===== src/rtl/nor_bus_ctrl.sv =====
// Wishbone-classic slave that runs timed asynchronous parallel-NOR word read/write cycles.
// Optional NOR_RYBY_WAIT_EN: hold off new requests while the synchronised RY/BY# reports busy.
module nor_bus_ctrl #(
  parameter int unsigned ADDR_W     = 26,
  parameter int unsigned DATA_W     = 16,
  parameter int unsigned SETUP_CYC  = 2,
  parameter int unsigned STROBE_CYC = 4,
  parameter int unsigned HOLD_CYC   = 1
) (
  input  logic              clk_i,
  input  logic              reset_i,
  input  logic              wb_cyc_i,
  input  logic              wb_stb_i,
  input  logic              wb_we_i,
  input  logic [ADDR_W-1:0] wb_adr_i,
  input  logic [DATA_W-1:0] wb_dat_i,
  output logic [DATA_W-1:0] wb_dat_o,
  output logic              wb_ack_o,
  output logic [ADDR_W-1:0] nor_addr_o,
  output logic [DATA_W-1:0] nor_data_o,
  output logic              nor_data_oe,
  input  logic [DATA_W-1:0] nor_data_i,
  output logic              nor_ce_o,
  output logic              nor_oe_o,
  output logic              nor_we_o,
  input  logic              nor_ry_i,
  output logic              nor_ready_o
);

  localparam logic [2:0] IDLE   = 3'd0;
  localparam logic [2:0] SETUP  = 3'd1;
  localparam logic [2:0] STROBE = 3'd2;
  localparam logic [2:0] HOLD   = 3'd3;
  localparam logic [2:0] DONE   = 3'd4;

  localparam logic [7:0] SETUP_LD  = 8'(SETUP_CYC - 1);
  localparam logic [7:0] STROBE_LD = 8'(STROBE_CYC - 1);
  localparam logic [7:0] HOLD_LD   = 8'(HOLD_CYC - 1);

  logic [2:0]        state_q, state_d;
  logic [7:0]        cnt_q, cnt_d;
  logic [ADDR_W-1:0] addr_q, addr_d;
  logic [DATA_W-1:0] wdat_q, wdat_d;
  logic [DATA_W-1:0] rdat_q, rdat_d;
  logic              isWrite_q, isWrite_d;
  logic              ce_q, ce_d;
  logic              oe_q, oe_d;
  logic              we_q, we_d;
  logic              doe_q, doe_d;
  logic              ack_q, ack_d;
  logic              ryMeta_q, rySync_q;
  logic              reqOk;

`ifdef NOR_RYBY_WAIT_EN
  assign reqOk = wb_cyc_i & wb_stb_i & rySync_q;
`else
  assign reqOk = wb_cyc_i & wb_stb_i;
`endif

  always_comb begin
    state_d   = state_q;
    cnt_d     = cnt_q;
    addr_d    = addr_q;
    wdat_d    = wdat_q;
    rdat_d    = rdat_q;
    isWrite_d = isWrite_q;
    ce_d      = ce_q;
    oe_d      = oe_q;
    we_d      = we_q;
    doe_d     = doe_q;
    ack_d     = 1'b0;
    case (state_q)
      IDLE: begin
        if (reqOk) begin
          addr_d    = wb_adr_i;
          wdat_d    = wb_dat_i;
          isWrite_d = wb_we_i;
          ce_d      = 1'b0;
          doe_d     = wb_we_i;
          cnt_d     = SETUP_LD;
          state_d   = SETUP;
        end
      end
      SETUP: begin
        if (cnt_q == 8'd0) begin
          if (isWrite_q) we_d = 1'b0;
          else           oe_d = 1'b0;
          cnt_d   = STROBE_LD;
          state_d = STROBE;
        end else begin
          cnt_d = cnt_q - 8'd1;
        end
      end
      STROBE: begin
        // Read data is sampled on the same edge that releases OE#.
        if (cnt_q == 8'd0) begin
          oe_d = 1'b1;
          we_d = 1'b1;
          if (!isWrite_q) rdat_d = nor_data_i;
          cnt_d   = HOLD_LD;
          state_d = HOLD;
        end else begin
          cnt_d = cnt_q - 8'd1;
        end
      end
      HOLD: begin
        if (cnt_q == 8'd0) begin
          ce_d    = 1'b1;
          doe_d   = 1'b0;
          ack_d   = wb_cyc_i;
          state_d = DONE;
        end else begin
          cnt_d = cnt_q - 8'd1;
        end
      end
      DONE: begin
        state_d = IDLE;
      end
      default: begin
        state_d = IDLE;
        ce_d    = 1'b1;
        oe_d    = 1'b1;
        we_d    = 1'b1;
        doe_d   = 1'b0;
        cnt_d   = 8'd0;
      end
    endcase
  end

  always_ff @(posedge clk_i) begin
    if (reset_i) begin
      state_q   <= IDLE;
      cnt_q     <= 8'd0;
      addr_q    <= '0;
      wdat_q    <= '0;
      rdat_q    <= '0;
      isWrite_q <= 1'b0;
      ce_q      <= 1'b1;
      oe_q      <= 1'b1;
      we_q      <= 1'b1;
      doe_q     <= 1'b0;
      ack_q     <= 1'b0;
      ryMeta_q  <= 1'b0;
      rySync_q  <= 1'b0;
    end else begin
      state_q   <= state_d;
      cnt_q     <= cnt_d;
      addr_q    <= addr_d;
      wdat_q    <= wdat_d;
      rdat_q    <= rdat_d;
      isWrite_q <= isWrite_d;
      ce_q      <= ce_d;
      oe_q      <= oe_d;
      we_q      <= we_d;
      doe_q     <= doe_d;
      ack_q     <= ack_d;
      ryMeta_q  <= nor_ry_i;
      rySync_q  <= ryMeta_q;
    end
  end

  assign wb_dat_o    = rdat_q;
  assign wb_ack_o    = ack_q;
  assign nor_addr_o  = addr_q;
  assign nor_data_o  = wdat_q;
  assign nor_data_oe = doe_q;
  assign nor_ce_o    = ce_q;
  assign nor_oe_o    = oe_q;
  assign nor_we_o    = we_q;
  assign nor_ready_o = rySync_q;

endmodule


===== config.mk =====
export PLATFORM = sky130hd
export DESIGN_NAME = nor_bus_ctrl
export DESIGN_NICKNAME = d
export VERILOG_FILES = /design/src/rtl/nor_bus_ctrl.sv
export SDC_FILE = /design/constraint.sdc
export NUM_CORES = 1
export LEC_CHECK = 0
export CELL_PAD_IN_SITES_DETAIL_PLACEMENT = 0
export CELL_PAD_IN_SITES_GLOBAL_PLACEMENT = 1
export CORE_ASPECT_RATIO = 0.7
export CORE_MARGIN = 2
export CORE_UTILIZATION = 32
export DETAILED_ROUTE_END_ITERATION = 8
export PLACE_DENSITY = 0.88
export SYNTH_ARGS = -nofsm -noshare
export SYNTH_HDL_FRONTEND = slang
export SYNTH_SLANG_ARGS = --single-unit

===== constraint.sdc =====
create_clock -name clk_i -period 2.9 [get_ports clk_i]
set_input_delay 0.58 -clock clk_i [delete_from_list [all_inputs] [get_ports clk_i]]
set_output_delay 0.58 -clock clk_i [all_outputs]
set_load 0.1 [all_outputs]

After elaboration in Yosys (flattened, before gate mapping)
Cells that the tools add are included.

operators by class
  equal/unequal tests = 11
  multiplexer cells = 22
  $add $sub $neg = 1
  bitwise gates (word level) = 7
  reduce and logical (&&, ||, !) cells = 12

operator list
  operator                                              count
  one-hot mux 8 bit (5 select lines)                    1
  2-to-1 mux 8 bit                                      4
  != test 2 bit (second input constant)                 7
  2-to-1 mux 3 bit                                      4
  one-hot mux 1 bit (3 select lines)                    4
  one-hot mux 3 bit (4 select lines)                    1
  AND reduction 4 bit                                   3
  AND reduction 3 bit                                   3
  OR reduction 3 bit                                    3
  zero test 8 bit                                       1
  2-to-1 mux 1 bit                                      8
  subtractor 8 x 1 -> 8 bit (second input constant)     1
  equality test 3 x 2 -> 1 bit (second input constant)  2
  inverter 1 bit                                        6
  equality test 3 x 1 -> 1 bit (second input constant)  1
  equality test 3 bit (second input constant)           1
  zero test 3 bit                                       1
  AND reduction 2 bit                                   1
  bitwise AND 1 bit                                     1

word-level totals
  flip-flop bits (word level) = 77
  word-level logic and storage cells = 66
  output and inout port bits = 64
  input port bits = 64

Longest topological paths before layout
Gate-level depths: netlist of run 1.

  word-level depth = 4
  gate-level depth with buffers = 8
  mapped depth without buffers = 6

Worst setup path after synthesis of run 1
No wires, ideal clock.

  kind = flip-flop to flip-flop
  start = register cnt_q[0]
  end = register rdat_q[0] (netlist: wb_dat_o[0])
  cell stages (with the launch flop) = 9
  data required time = 2779 ps
  clock period less this slack = 1964 ps
  data arrival time = 1843 ps
  slack = 936 ps
  buffers on the path = 2
  library setup time = 121 ps
  cell sequence = dfxtp_1 inv_1 ha_1 or4b_4 or3_1 buf_6 buf_8 o21ai_1 a21oi_1

between the ends
  cells in the longest elaborated chain, start to end = 2

RTL lines
  item                           RTL line  text
  start: declaration             41        logic [7:0] cnt_q, cnt_d;
  start signal: assignment       147       cnt_q <= cnt_d;
  zero test 8 bit                96        if (cnt_q == 8'd0) begin
  AND reduction 3 bit (no line)  -
  end signal: assignment         150       rdat_q <= rdat_d;
  end: declaration               44        logic [DATA_W-1:0] rdat_q, rdat_d;

No other way between the ends.
A chain may end at the register's enable or synchronous reset.

Final worst setup path of run 1
  start = register cnt_q[0]
  end = register rdat_q[9] (netlist: wb_dat_o[9])

The elaborated chain is that of the path after synthesis.

==> results of run 1 <==
## how the worst max path moves through the flow
stage	to	cells past startpoint
after floorplan	wb_dat_o[0]	8
after global placement	cnt_q[6]	5
after detailed placement	cnt_q[6]	5
after CTS	wb_dat_o[9]	6
after global routing	wb_dat_o[14]	6
final	wb_dat_o[9]	6
## power groups by stage
stage,Sequential [mW],Combinational [mW],Clock (mW)
2_1_floorplan,2.10,1.05,0
3_3_place_gp,1.40,2.13,0
3_5_place_dp,1.41,2.14,0
4_1_cts,1.39,2.14,1.22
5_1_grt,1.42,2.32,1.27
6_report,1.39,2.14,1.19
## per-layer routing
layer,share of wire [%],track usage [%],wire (µm)
met2,42,24.40,3570
met3,11,7.513,941
met1,46,22.01,3914
met4,0.85,4.123,72
met5,0,0,0
## logic make-up (layout without fill, tap and decap cells)
| family | Yosys count | in the layout | share of synthesized area (%) |
|---|---|---|---|
| compound gates | 108 | 108 | 19.61 |
| xor+xnor | 2 | 2 | 0.5755 |
| fa+ha+maj | 3 | 3 | 1.151 |
| buf+inv | 34 | 156 | 5.178 |
| flops | 77 | 77 | 50.64 |
| simple gates | 148 | 148 | 22.85 |
## Yosys cell counts (3+ instances only)
library cell and number:
sky130_fd_sc_hd__nand2_1 91, sky130_fd_sc_hd__o21ai_1 9, sky130_fd_sc_hd__buf_2 6, sky130_fd_sc_hd__o31ai_1 5, sky130_fd_sc_hd__or3_1 5, sky130_fd_sc_hd__nor3_1 3, sky130_fd_sc_hd__nor2_1 7, sky130_fd_sc_hd__or4_1 5
sky130_fd_sc_hd__inv_1 6, sky130_fd_sc_hd__clkbuf_1 18, sky130_fd_sc_hd__a21oi_1 70, sky130_fd_sc_hd__nand3_1 20, sky130_fd_sc_hd__dfxtp_1 77, sky130_fd_sc_hd__o21ai_0 12
## flip-flops by register name, indices dropped and copies added, names as in the netlist
| signal | cells |
|---|---|
| cnt_q | 8 |
| isWrite_q | 1 |
| nor_addr_o | 26 |
| nor_ce_o | 1 |
| nor_data_o | 16 |
| nor_data_oe | 1 |
| nor_oe_o | 1 |
| nor_ready_o | 1 |
| nor_we_o | 1 |
| ryMeta_q | 1 |
| state_q | 3 |
| wb_ack_o | 1 |
| wb_dat_o | 16 |
## area by class of cell
type	instances	share of cell area, %
Clock buffer	10	5.247
Inverter	6	0.4945
Sequential cell	77	33.85
Timing Repair Buffer	134	25.44
Tap cell	124	3.407
Clock inverter	6	1.896
Multi-Input combinational cell	261	29.67
## through the flow
stage	hold WS, ps	setup slack, ps	util [%]
floorplan	413.8	935.6	-
global placement	419.3	660.8	46.25
detailed placement	434.6	626.4	46.25
CTS	447.6	647.1	49.81
global route	473.3	487.0	49.81
finish	445.9	611.8	49.81
## worst register-to-register path, stage by stage, from the launching register on
cell and delay (ps):
sky130_fd_sc_hd__dfxtp_1 340, sky130_fd_sc_hd__inv_1 130, sky130_fd_sc_hd__ha_1 190, sky130_fd_sc_hd__or4b_4 490, sky130_fd_sc_hd__or3_1 570, sky130_fd_sc_hd__o21ai_0 310
sky130_fd_sc_hd__a21oi_1 110
==> out/metrics.sh, run 1 <==
CTS-RESIZED-GATES=0
SYNTH-SEQ-AREA-SHARE_PCT=50.64
WORST_SETUP_PATH_END_KIND='flip-flop'
VDD_IR_DROP_MAX_V=0.0004292
WL_UM=8498
DESIGN.FINAL.NETS=555
WORSTREGTOREGCELLS=6
CLK_PIN_SLEW_PS=60
ASYNC_RESET_FF_SHARE_PCT=0
SYNTH-EDFF-COUNT=0
AREA_TAKEN_BY_MULTI_INPUT_LOGIC_GATES_UM2=1351
ROUTE.VIAS.TOTAL=3032
TIMING.FMAX_MHz=437.0
GRT_ANTENNA_BEFORE_REPAIR=0
SYNTH_CELLS=372
POSTCTSHOLDBUFS=0
DRT_ITER0_MARKERS=245
RUN_STATUS='complete, no violations'
RELATIVE_SLEW_SLACK_PCT=49.76
SYNTH.DISTINCT_CELLS=45
REG2REG_SLACK_PS=610
CRIT_PATH_BUFFERS_INVERTERS=1
DETAILED_ROUTING_ITERATION_COUNT_FOR_THE_PRE_ANTENNA_REPAIR_PASS=5
GRT_PASS1_VIAS=2877
GRT.TOTAL_USAGE_PCT=16.52
NUM_IO_PINS=128
POST-ROUTE-CELL-AREA_UM2=4554
PLACED_CELLS=602
CRIT_ARRIVAL_PS=2470
STARTPOINT='cnt_q[0]'
SYN_NETS=438
FINAL.SETUP_SKEW_PS=4.484
FINAL_PERIOD_MINUS_WORST_SETUP_SLACK_PS=2288
CTS_TREE='yes'
FINAL_LAYOUT_SIZE_SUFFIX_GT1_SHARE_PCT=19.23
REQUIRED_TIME_REPORTED_FOR_THE_CRITICAL_PATH_ENDPOINT_PS=3080
POWER.SHARE.SWITCHING_PCT=45.73
FILLER_CELL_COUNT=873
FIRST_PASS_GRT_WIRE_LENGTH_UM=13760
RR_ENDPOINT='wb_dat_o[9]'
TIMING_MAX_TRANSITION_VIOLATIONS_FINAL=0
PLACED_CELL_AREA_UM2=4229
SYN_AREA_PER_CELL_UM2=8.183
SYNTH-MAIN-FF-CELL='sky130_fd_sc_hd__dfxtp_1'
CLOCKPOWERSHARE_PCT=25.3
RR_STARTPOINT='cnt_q[0]'
CRITICAL-PATH-MAX-STAGE-DELAY_PS=570
LAYOUT.CELLS.MOST_COMMON='sky130_fd_sc_hd__nand2_1'
CTS_INSERTED_BUFFERS=9
FIN_TOTAL_PWR_mW=4.729
POWER.DENSITY_nW_PER_UM2=1038
PORTION_OF_TOTAL_POWER_ATTRIBUTED_TO_COMBINATIONAL_LOGIC_PCT=45.3
MAX-CAP-VIOLATIONS=0
N_ANTENNA_CELL=0
GROWTH_OF_DESIGN_AREA_FROM_SYNTHESIS_TO_FINISH_PCT=49.61
CORE.ROWCOUNT=29
DRT-WIRELENGTH-PER-CELL_UM=13.75
CLKLATENCYLATEPIN_PS=320
HOLD_VIOL_FINAL=0
FINAL.PERIOD_UTILIZATION_PCT=78.90
HOLDCRITSTARTPOINT='ryMeta_q'
TIMING.SETUP.TNS_PS=0
GLOBALROUTEOVERFLOWTOTAL=0
CP_SLOWEST_CELL='sky130_fd_sc_hd__or3_1'
LAYOUT.AREA.SEQ_UM2=1541
STDCELL_COUNT=618
PATH_CELLS='inv_1 -> ha_1 -> or4b_4 -> or3_1 -> o21ai_0 -> a21oi_1'
TIMING.CRITICAL_PATH.MAX_DELAY_FAMILY='simple AND/OR/NAND/NOR gates'
POST-DP-HPWL_UM=6051
GRT_MAX_DEGREE=37
DESIGN.DIE.AREA_UM2=10320
NETLIST.AREA_LEADER.SHARE_PCT=50.64
POSTCTSSETUPREPAIRBUFS=0
MAX-CLOCK-PATH-BUFFERS=2
WORSTSETUPPATHTYPE='reg2reg'
TIMING.HOLD.WORST_ENDPOINT='nor_ready_o'
FINALSETUPVIOLCOUNT=0
ANT_NETS=0
FINALWEIGHTEDCONGESTION=0.8445
LEAKAGE_nW=1.777
START_KIND='flip-flop'
PORT-BUFFER-COUNT=127
SEQPWRFRAC_PCT=29.4
LAYOUT_COMMON_CELLS='sky130_fd_sc_hd__nand2_1 (91), sky130_fd_sc_hd__dfxtp_1 (77), sky130_fd_sc_hd__buf_4 (71)'
MIN-DELAY-PATH-CLASS='reg2reg'
CLK_ROOT_BUFFER_CELL='sky130_fd_sc_hd__clkbuf_16'
DRCVIOLATIONCOUNT=0
SETUP_REPAIR_AFTER_GLOBAL_ROUTING_MISSED_ITS_MARGIN='false'
CRITICAL_PATH_PEAK_FANOUT=17
DIE_SPAN_X_UM=120.6
P_INT_mW=2.566
TOTAL_SWITCHING_POWER_mW=2.163
DIEHEIGHT_UM=85.61
WORST-SLEW-PIN-TRANSITION_PS=750.8
CTSHTREEMAXLEVEL=3
ROUTED_VIA_DENSITY=4.906
SYN_WARNINGS=0
STANDARD_CELL_CORE_AREA_UM2=9144
HOLD-PATH-CELL-COUNT=1
START_UTIL_PCT=33.29
SYNTH_CELL_AREA_UM2=3044
POSTSYNTHREGISTERBITS=77
NETLIST_TOP_CELLS_AREA='sky130_fd_sc_hd__dfxtp_1 (51%), sky130_fd_sc_hd__a21oi_1 (12%), sky130_fd_sc_hd__nand2_1 (11%)'
SYNTH_TOP_AREA_CELL='sky130_fd_sc_hd__dfxtp_1'
CTS.SINK_COUNT=77
(Power assumes the default switching activity.)
==> run 2: changes to the inputs <==
--- a/config.mk
+++ b/config.mk
@@ -9,9 +9,9 @@
 export CELL_PAD_IN_SITES_GLOBAL_PLACEMENT = 1
 export CORE_ASPECT_RATIO = 0.7
 export CORE_MARGIN = 2
-export CORE_UTILIZATION = 32
+export CORE_UTILIZATION = 30
 export DETAILED_ROUTE_END_ITERATION = 8
-export PLACE_DENSITY = 0.88
+export PLACE_DENSITY = 0.84
 export SYNTH_ARGS = -nofsm -noshare
 export SYNTH_HDL_FRONTEND = slang
 export SYNTH_SLANG_ARGS = --single-unit
==> constraint.sdc (replaced) <==
create_clock -name clk_i -period 2.3 [get_ports clk_i]
set_input_delay 0.46 -clock clk_i [delete_from_list [all_inputs] [get_ports clk_i]]
set_output_delay 0.46 -clock clk_i [all_outputs]
set_load 0.1 [all_outputs]
==> run 2 against run 1 <==
Effect of this change:
- flip-flop and latch count is the same
- register-to-register slack worse by 410 ps
- clock skew fell by 1.1 ps
- power up 27%
- highest routed layer unchanged
==> out/metrics.sh, run 2 (synthesis results as in run 1) <==
ROUTED_VIA_DENSITY=4.939  # +0.68%
FINALSETUPVIOLCOUNT=0  # unchanged
LEAKAGE_nW=1.787  # +0.60%
MIN-DELAY-PATH-CLASS='reg2reg'
DESIGN.FINAL.NETS=560  # +0.90%
DETAILED_ROUTING_ITERATION_COUNT_FOR_THE_PRE_ANTENNA_REPAIR_PASS=5  # unchanged
FINAL.PERIOD_UTILIZATION_PCT=91.42  # +13 points
HOLD_VIOL_FINAL=0  # unchanged
MAX-CAP-VIOLATIONS=0  # unchanged
DRT-WIRELENGTH-PER-CELL_UM=13.48  # -2.0%
RELATIVE_SLEW_SLACK_PCT=45.76  # -4.0 points
DRCVIOLATIONCOUNT=0  # unchanged
PORT-BUFFER-COUNT=127  # unchanged
FINAL_PERIOD_MINUS_WORST_SETUP_SLACK_PS=2103  # -185.5 ps
CRITICAL_PATH_PEAK_FANOUT=16  # -1
CTS-RESIZED-GATES=0  # unchanged
DESIGN.DIE.AREA_UM2=10980  # +6.4%
CTSHTREEMAXLEVEL=3  # unchanged
LARGEST_REG_FLOPS=26  # unchanged
POST-ROUTE-UTIL_PCT=46.81  # -3.0 points
ROUTE.VIAS.TOTAL=3097  # +2.1%
TIMING.FMAX_MHz=475.6  # +8.8%
FINALWEIGHTEDCONGESTION=0.8357  # -1.0%
POWER.DENSITY_nW_PER_UM2=1311  # +26%
GRT_PASS1_VIAS=2795  # -2.9%
CTS.SINK_COUNT=77  # unchanged
WORST-SLEW-PIN-TRANSITION_PS=810.5  # +59.76 ps
START_KIND='flip-flop'
START_UTIL_PCT=31.07  # -2.2 points
PLACED_CELL_AREA_UM2=4284  # +1.3%
CRIT_ARRIVAL_PS=2310  # -160 ps
WL_UM=8451  # -0.55%
LAYOUT_COMMON_CELLS='sky130_fd_sc_hd__nand2_1 (91), sky130_fd_sc_hd__dfxtp_1 (77), sky130_fd_sc_hd__buf_4 (75)'
CLKLATENCYLATEPIN_PS=330  # about the same
N_ANTENNA_CELL=0  # unchanged
POSTCTSSETUPREPAIRBUFS=0  # unchanged
CTS_TREE='yes'
GROWTH_OF_DESIGN_AREA_FROM_SYNTHESIS_TO_FINISH_PCT=50.64
DIE_SPAN_X_UM=124.4  # +3.2%
POSTCTSHOLDBUFS=0  # unchanged
FINAL_LAYOUT_SIZE_SUFFIX_GT1_SHARE_PCT=20.04  # +0.81 points
DRT_ITER0_MARKERS=177  # -28%
TIMING.SETUP.TNS_PS=0  # unchanged
POST-ROUTE-CELL-AREA_UM2=4586  # +0.69%
CLK_ROOT_BUFFER_CELL='sky130_fd_sc_hd__clkbuf_16'
LAYOUT.CELLS.MOST_COMMON='sky130_fd_sc_hd__nand2_1'
GLOBALROUTEOVERFLOWTOTAL=0  # unchanged
FINAL.SETUP_SKEW_PS=3.404  # -1.080 ps
FIRST_PASS_GRT_WIRE_LENGTH_UM=13830  # +0.55%
RUN_STATUS='complete, no violations'
CORE.ROWCOUNT=30  # +3.4%
MAX-CLOCK-PATH-BUFFERS=2  # unchanged
GRT_MAX_DEGREE=44  # +19%
FIN_TOTAL_PWR_mW=6.014  # +27%
TIMING_MAX_TRANSITION_VIOLATIONS_FINAL=0  # unchanged
VDD_IR_DROP_MAX_V=0.0007100  # +65%
DIEHEIGHT_UM=88.28  # +3.1%
CTS_INSERTED_BUFFERS=9  # unchanged
WORST_SETUP_PATH_END_KIND='flip-flop'
WORSTSETUPPATHTYPE='reg2reg'
GRT_ANTENNA_BEFORE_REPAIR=0  # unchanged
GRT.TOTAL_USAGE_PCT=15.50  # -1.0 points
POST-DP-HPWL_UM=6018  # -0.54%
ANT_NETS=0  # unchanged
REQUIRED_TIME_REPORTED_FOR_THE_CRITICAL_PATH_ENDPOINT_PS=2510  # -570 ps
CLK_PIN_SLEW_PS=60  # about the same
STANDARD_CELL_CORE_AREA_UM2=9797  # +7.1%
SETUP_REPAIR_AFTER_GLOBAL_ROUTING_MISSED_ITS_MARGIN='false'
NUM_IO_PINS=128  # unchanged
==> run 2: metrics by stage <==
stage	worst slack, ps	std cells	hold WS [ps]
after floorplan	335.6	372	413.8
after global placement	188.4	611	421.3
after detailed placement	59.67	611	422.3
after CTS	183.0	627	435.6
after global routing	40.42	627	467.5
final	197.4	627	432.6
==> run 2: final timing paths <==
kind,start,slack (ps),endpoint,cells after the start
hold reg to reg,ryMeta_q,430,nor_ready_o,1
setup reg to reg,cnt_q[0],200,wb_dat_o[9],7
hold / removal,ryMeta_q,430,nor_ready_o,1
setup / recovery,cnt_q[0],200,wb_dat_o[9],7
==> run 2: critical path, stage by stage, from the launching register on <==
cell	delay, ps
sky130_fd_sc_hd__dfxtp_1	330
sky130_fd_sc_hd__inv_1	140
sky130_fd_sc_hd__ha_1	190
sky130_fd_sc_hd__or4b_4	500
sky130_fd_sc_hd__or3_1	340
sky130_fd_sc_hd__buf_4	200
sky130_fd_sc_hd__o21ai_0	180
sky130_fd_sc_hd__a21oi_1	100
==> run 2: per-layer routing <==
metal  GRT usage (%)  wire (µm)
met2           22.16       3535
met4           3.984         52
met3           7.799        875
met1           20.82       3989
met5               0          0
==> run 2: final cells by class <==
| class | instances | area, µm² |
|---|---|---|
| fill | 928 | 5211 |
| sequential | 77 | 1541 |
| multi-input combinational | 261 | 1351 |
| timing repair buffer | 139 | 1209 |
| clock buffer | 10 | 239.0 |
| tap | 128 | 160.2 |
| clock inverter | 6 | 62.56 |
| inverter | 6 | 22.52 |
==> run 2: where the power goes <==
group / internal [mW] / switching [mW] / leakage [nW]
registers: 1.55 / 0.159 / 0.627
clock network: 0.864 / 0.533 / 0.140
logic: 0.838 / 2.07 / 1.02
==> run 3: changes to the inputs <==
--- a/config.mk
+++ b/config.mk
@@ -12,6 +12,7 @@
 export CORE_UTILIZATION = 30
 export DETAILED_ROUTE_END_ITERATION = 8
 export PLACE_DENSITY = 0.84
+export SETUP_SLACK_MARGIN = 0.3
 export SYNTH_ARGS = -nofsm -noshare
 export SYNTH_HDL_FRONTEND = slang
 export SYNTH_SLANG_ARGS = --single-unit
==> run 3 against run 2 <==
Effect of this change:
- global-route usage grew 0.079 points
- core utilization grew 0.43 points
- setup slack gained 150 ps
- critical path type unchanged
- critical endpoint is now wb_dat_o[13]
- largest cell class unchanged
==> out/metrics.sh, run 3 (synthesis results as in run 1) <==
GROWTH_OF_DESIGN_AREA_FROM_SYNTHESIS_TO_FINISH_PCT=52.03
CTSHTREEMAXLEVEL=3  # unchanged
POWER.DENSITY_nW_PER_UM2=1337  # +2.0%
DRCVIOLATIONCOUNT=0  # unchanged
LARGEST_REG_FLOPS=26  # unchanged
DETAILED_ROUTING_ITERATION_COUNT_FOR_THE_PRE_ANTENNA_REPAIR_PASS=4  # -1
FIN_HOLD_WS_PS=432.5  # -0.08400 ps
TOPROUTINGLAYERUSED='met4'
DIE_SPAN_X_UM=124.4  # unchanged
MET2_WIRELENGTH_UM=3531  # -0.11%
FINAL.PERIOD_UTILIZATION_PCT=84.78  # -6.6 points
ROUTED_VIA_DENSITY=4.940  # about the same
CRITICAL-PATH-MAX-STAGE-DELAY_PS=480  # -20 ps
CRITICAL_PATH_PEAK_FANOUT=16  # unchanged
FINALWEIGHTEDCONGESTION=0.8357  # unchanged
TIMING.CRITICAL_PATH.MAX_DELAY_FAMILY='simple AND/OR/NAND/NOR gates'
SEQPWRFRAC_PCT=27.7  # -0.7 points
CORE.ROWCOUNT=30  # unchanged
TIMING.SETUP.TNS_PS=0  # unchanged
WORST-SLEW-PIN-TRANSITION_PS=676.8  # -133.7 ps
CTS_INSERTED_BUFFERS=9  # unchanged
PATH_CELLS='inv_2 -> ha_2 -> or4b_4 -> or3_4 -> buf_8 -> o21ai_0 -> a21oi_1'
START_KIND='flip-flop'
CLK_ROOT_BUFFER_CELL='sky130_fd_sc_hd__clkbuf_16'
CP_SLOWEST_CELL='sky130_fd_sc_hd__or4b_4'
TIMING.FMAX_MHz=512.8  # +7.8%
CLK_PIN_SLEW_PS=60  # about the same
GRT.TOTAL_USAGE_PCT=15.58  # +0.079 points
CTS_TREE='yes'
P_INT_mW=3.357  # +3.3%
CRIT_ARRIVAL_PS=2160  # -150 ps
MAX-CAP-VIOLATIONS=0  # unchanged
CLOCKPOWERSHARE_PCT=22.6  # -0.6 points
FINAL_PERIOD_MINUS_WORST_SETUP_SLACK_PS=1950  # -152.7 ps
TIMING_MAX_TRANSITION_VIOLATIONS_FINAL=0  # unchanged
REQUIRED_TIME_REPORTED_FOR_THE_CRITICAL_PATH_ENDPOINT_PS=2510  # about the same
MAX-CLOCK-PATH-BUFFERS=2  # unchanged
VDD_IR_DROP_MAX_V=0.0007097  # about the same
DP_SLACK_PS=59.67  # unchanged
LAYOUT.CELLS.MOST_COMMON='sky130_fd_sc_hd__nand2_1'
RUN_STATUS='complete, no violations'
PORTION_OF_TOTAL_POWER_ATTRIBUTED_TO_COMBINATIONAL_LOGIC_PCT=49.7  # +1.3 points
POST-DP-HPWL_UM=6018  # unchanged
ANT_NETS=0  # unchanged
GRT_MAX_DEGREE=44  # unchanged
NUM_IO_PINS=128  # unchanged
FINAL.SETUP_SKEW_PS=4.653  # +1.249 ps
MIN-DELAY-PATH-CLASS='reg2reg'
CLKLATENCYLATEPIN_PS=330  # about the same
PORT-BUFFER-COUNT=127  # unchanged
FINAL_LAYOUT_SIZE_SUFFIX_GT1_SHARE_PCT=21.96  # +1.9 points
FINAL.SETUP.WORST_SLACK_PS=350.1  # +152.7 ps
DRT_ITER0_MARKERS=217  # +23%
POST-ROUTE-UTIL_PCT=47.24  # +0.43 points
DRT-WIRELENGTH-PER-CELL_UM=13.59  # +0.84%
SETUP_REPAIR_AFTER_GLOBAL_ROUTING_MISSED_ITS_MARGIN='true'
MET3_LENGTH_UM=950  # +8.6%
ROUTE.VIAS.TOTAL=3107  # +0.32%
START_UTIL_PCT=31.07  # unchanged
STANDARD_CELL_CORE_AREA_UM2=9797  # unchanged
DESIGN.FINAL.NETS=562  # +0.36%
POST-ROUTE-CELL-AREA_UM2=4628  # +0.93%
CTS.SINK_COUNT=77  # unchanged
FIRST_PASS_GRT_WIRE_LENGTH_UM=13920  # +0.60%
GLOBALROUTEOVERFLOWTOTAL=0  # unchanged
CRIT_PATH_BUFFERS_INVERTERS=2  # unchanged
GRT_PASS1_VIAS=2812  # +0.61%
WORST_SETUP_PATH_END_KIND='flip-flop'
RELATIVE_SLEW_SLACK_PCT=54.75  # +9.0 points
DESIGN.DIE.AREA_UM2=10980  # unchanged
REG2REG_SLACK_PS=350  # +150 ps
POSTCTSHOLDBUFS=0  # unchanged
HOLD_VIOL_FINAL=0  # unchanged
DIEHEIGHT_UM=88.28  # unchanged
POWER.SHARE.SWITCHING_PCT=45.75  # -0.20 points
TOTAL_SWITCHING_POWER_mW=2.832  # +2.5%
N_ANTENNA_CELL=0  # unchanged
PLACED_CELL_AREA_UM2=4284  # unchanged
GRT_ANTENNA_BEFORE_REPAIR=0  # unchanged
FINALSETUPVIOLCOUNT=0  # unchanged
LAYOUT_COMMON_CELLS='sky130_fd_sc_hd__nand2_1 (91), sky130_fd_sc_hd__dfxtp_1 (75), sky130_fd_sc_hd__buf_4 (75)'
LEAKAGE_nW=1.801  # +0.79%
FILLER_CELL_COUNT=929  # +0.11%
WL_UM=8549  # +1.2%
WORSTSETUPPATHTYPE='reg2reg'
M1WIRELENGTH_UM=3990  # about the same
-- run 3: repair_timing --
item / in CTS / in global routing
gates resized for setup: 7 / 8
endpoints found under the setup margin: 16 / 23
endpoints found under the hold margin: 0 / 0
buffers inserted: 1 / 1
-- run 3: power groups by stage --
| stage | combinational (mW) | sequential [mW] | clock (mW) |
|---|---|---|---|
| detailed placement | 2.92 | 1.73 | 0 |
| finish | 3.08 | 1.71 | 1.40 |
| global placement | 2.88 | 1.72 | 0 |
| CTS | 2.98 | 1.71 | 1.44 |
| global route | 3.30 | 1.74 | 1.50 |
| floorplan | 1.33 | 2.65 | 0 |
-- run 3: final cells by class --
type | count | area (µm²) | area share (%)
clock buffers | 10 | 239.0 | 5.164
well taps | 128 | 160.2 | 3.460
inverters | 6 | 22.52 | 0.4866
clock inverters | 6 | 62.56 | 1.352
multi-input cells | 261 | 1365 | 29.49
flip-flops and latches | 77 | 1544 | 33.36
repair buffers | 141 | 1235 | 26.68
-- run 3: worst paths after layout --
kind         startpoint      endpoint  cells after the start
max            cnt_q[1]  wb_dat_o[13]                      7
min            ryMeta_q   nor_ready_o                      1
max reg2reg    cnt_q[1]  wb_dat_o[13]                      7
min reg2reg    ryMeta_q   nor_ready_o                      1
-- run 3: metal layers --
layer / track usage (%) / up-vias
li1: - / 1538
met1: 20.86 / 1420
met2: 22.40 / 140
met3: 7.799 / 9
met4: 3.984 / 0
met5: 0 / -
-- run 3: per-stage QoR --
step,instances,total power [mW]
2_1_floorplan,372,3.979
3_3_place_gp,611,4.598
3_5_place_dp,611,4.646
4_1_cts,628,6.131
5_1_grt,629,6.538
6_report,629,6.189
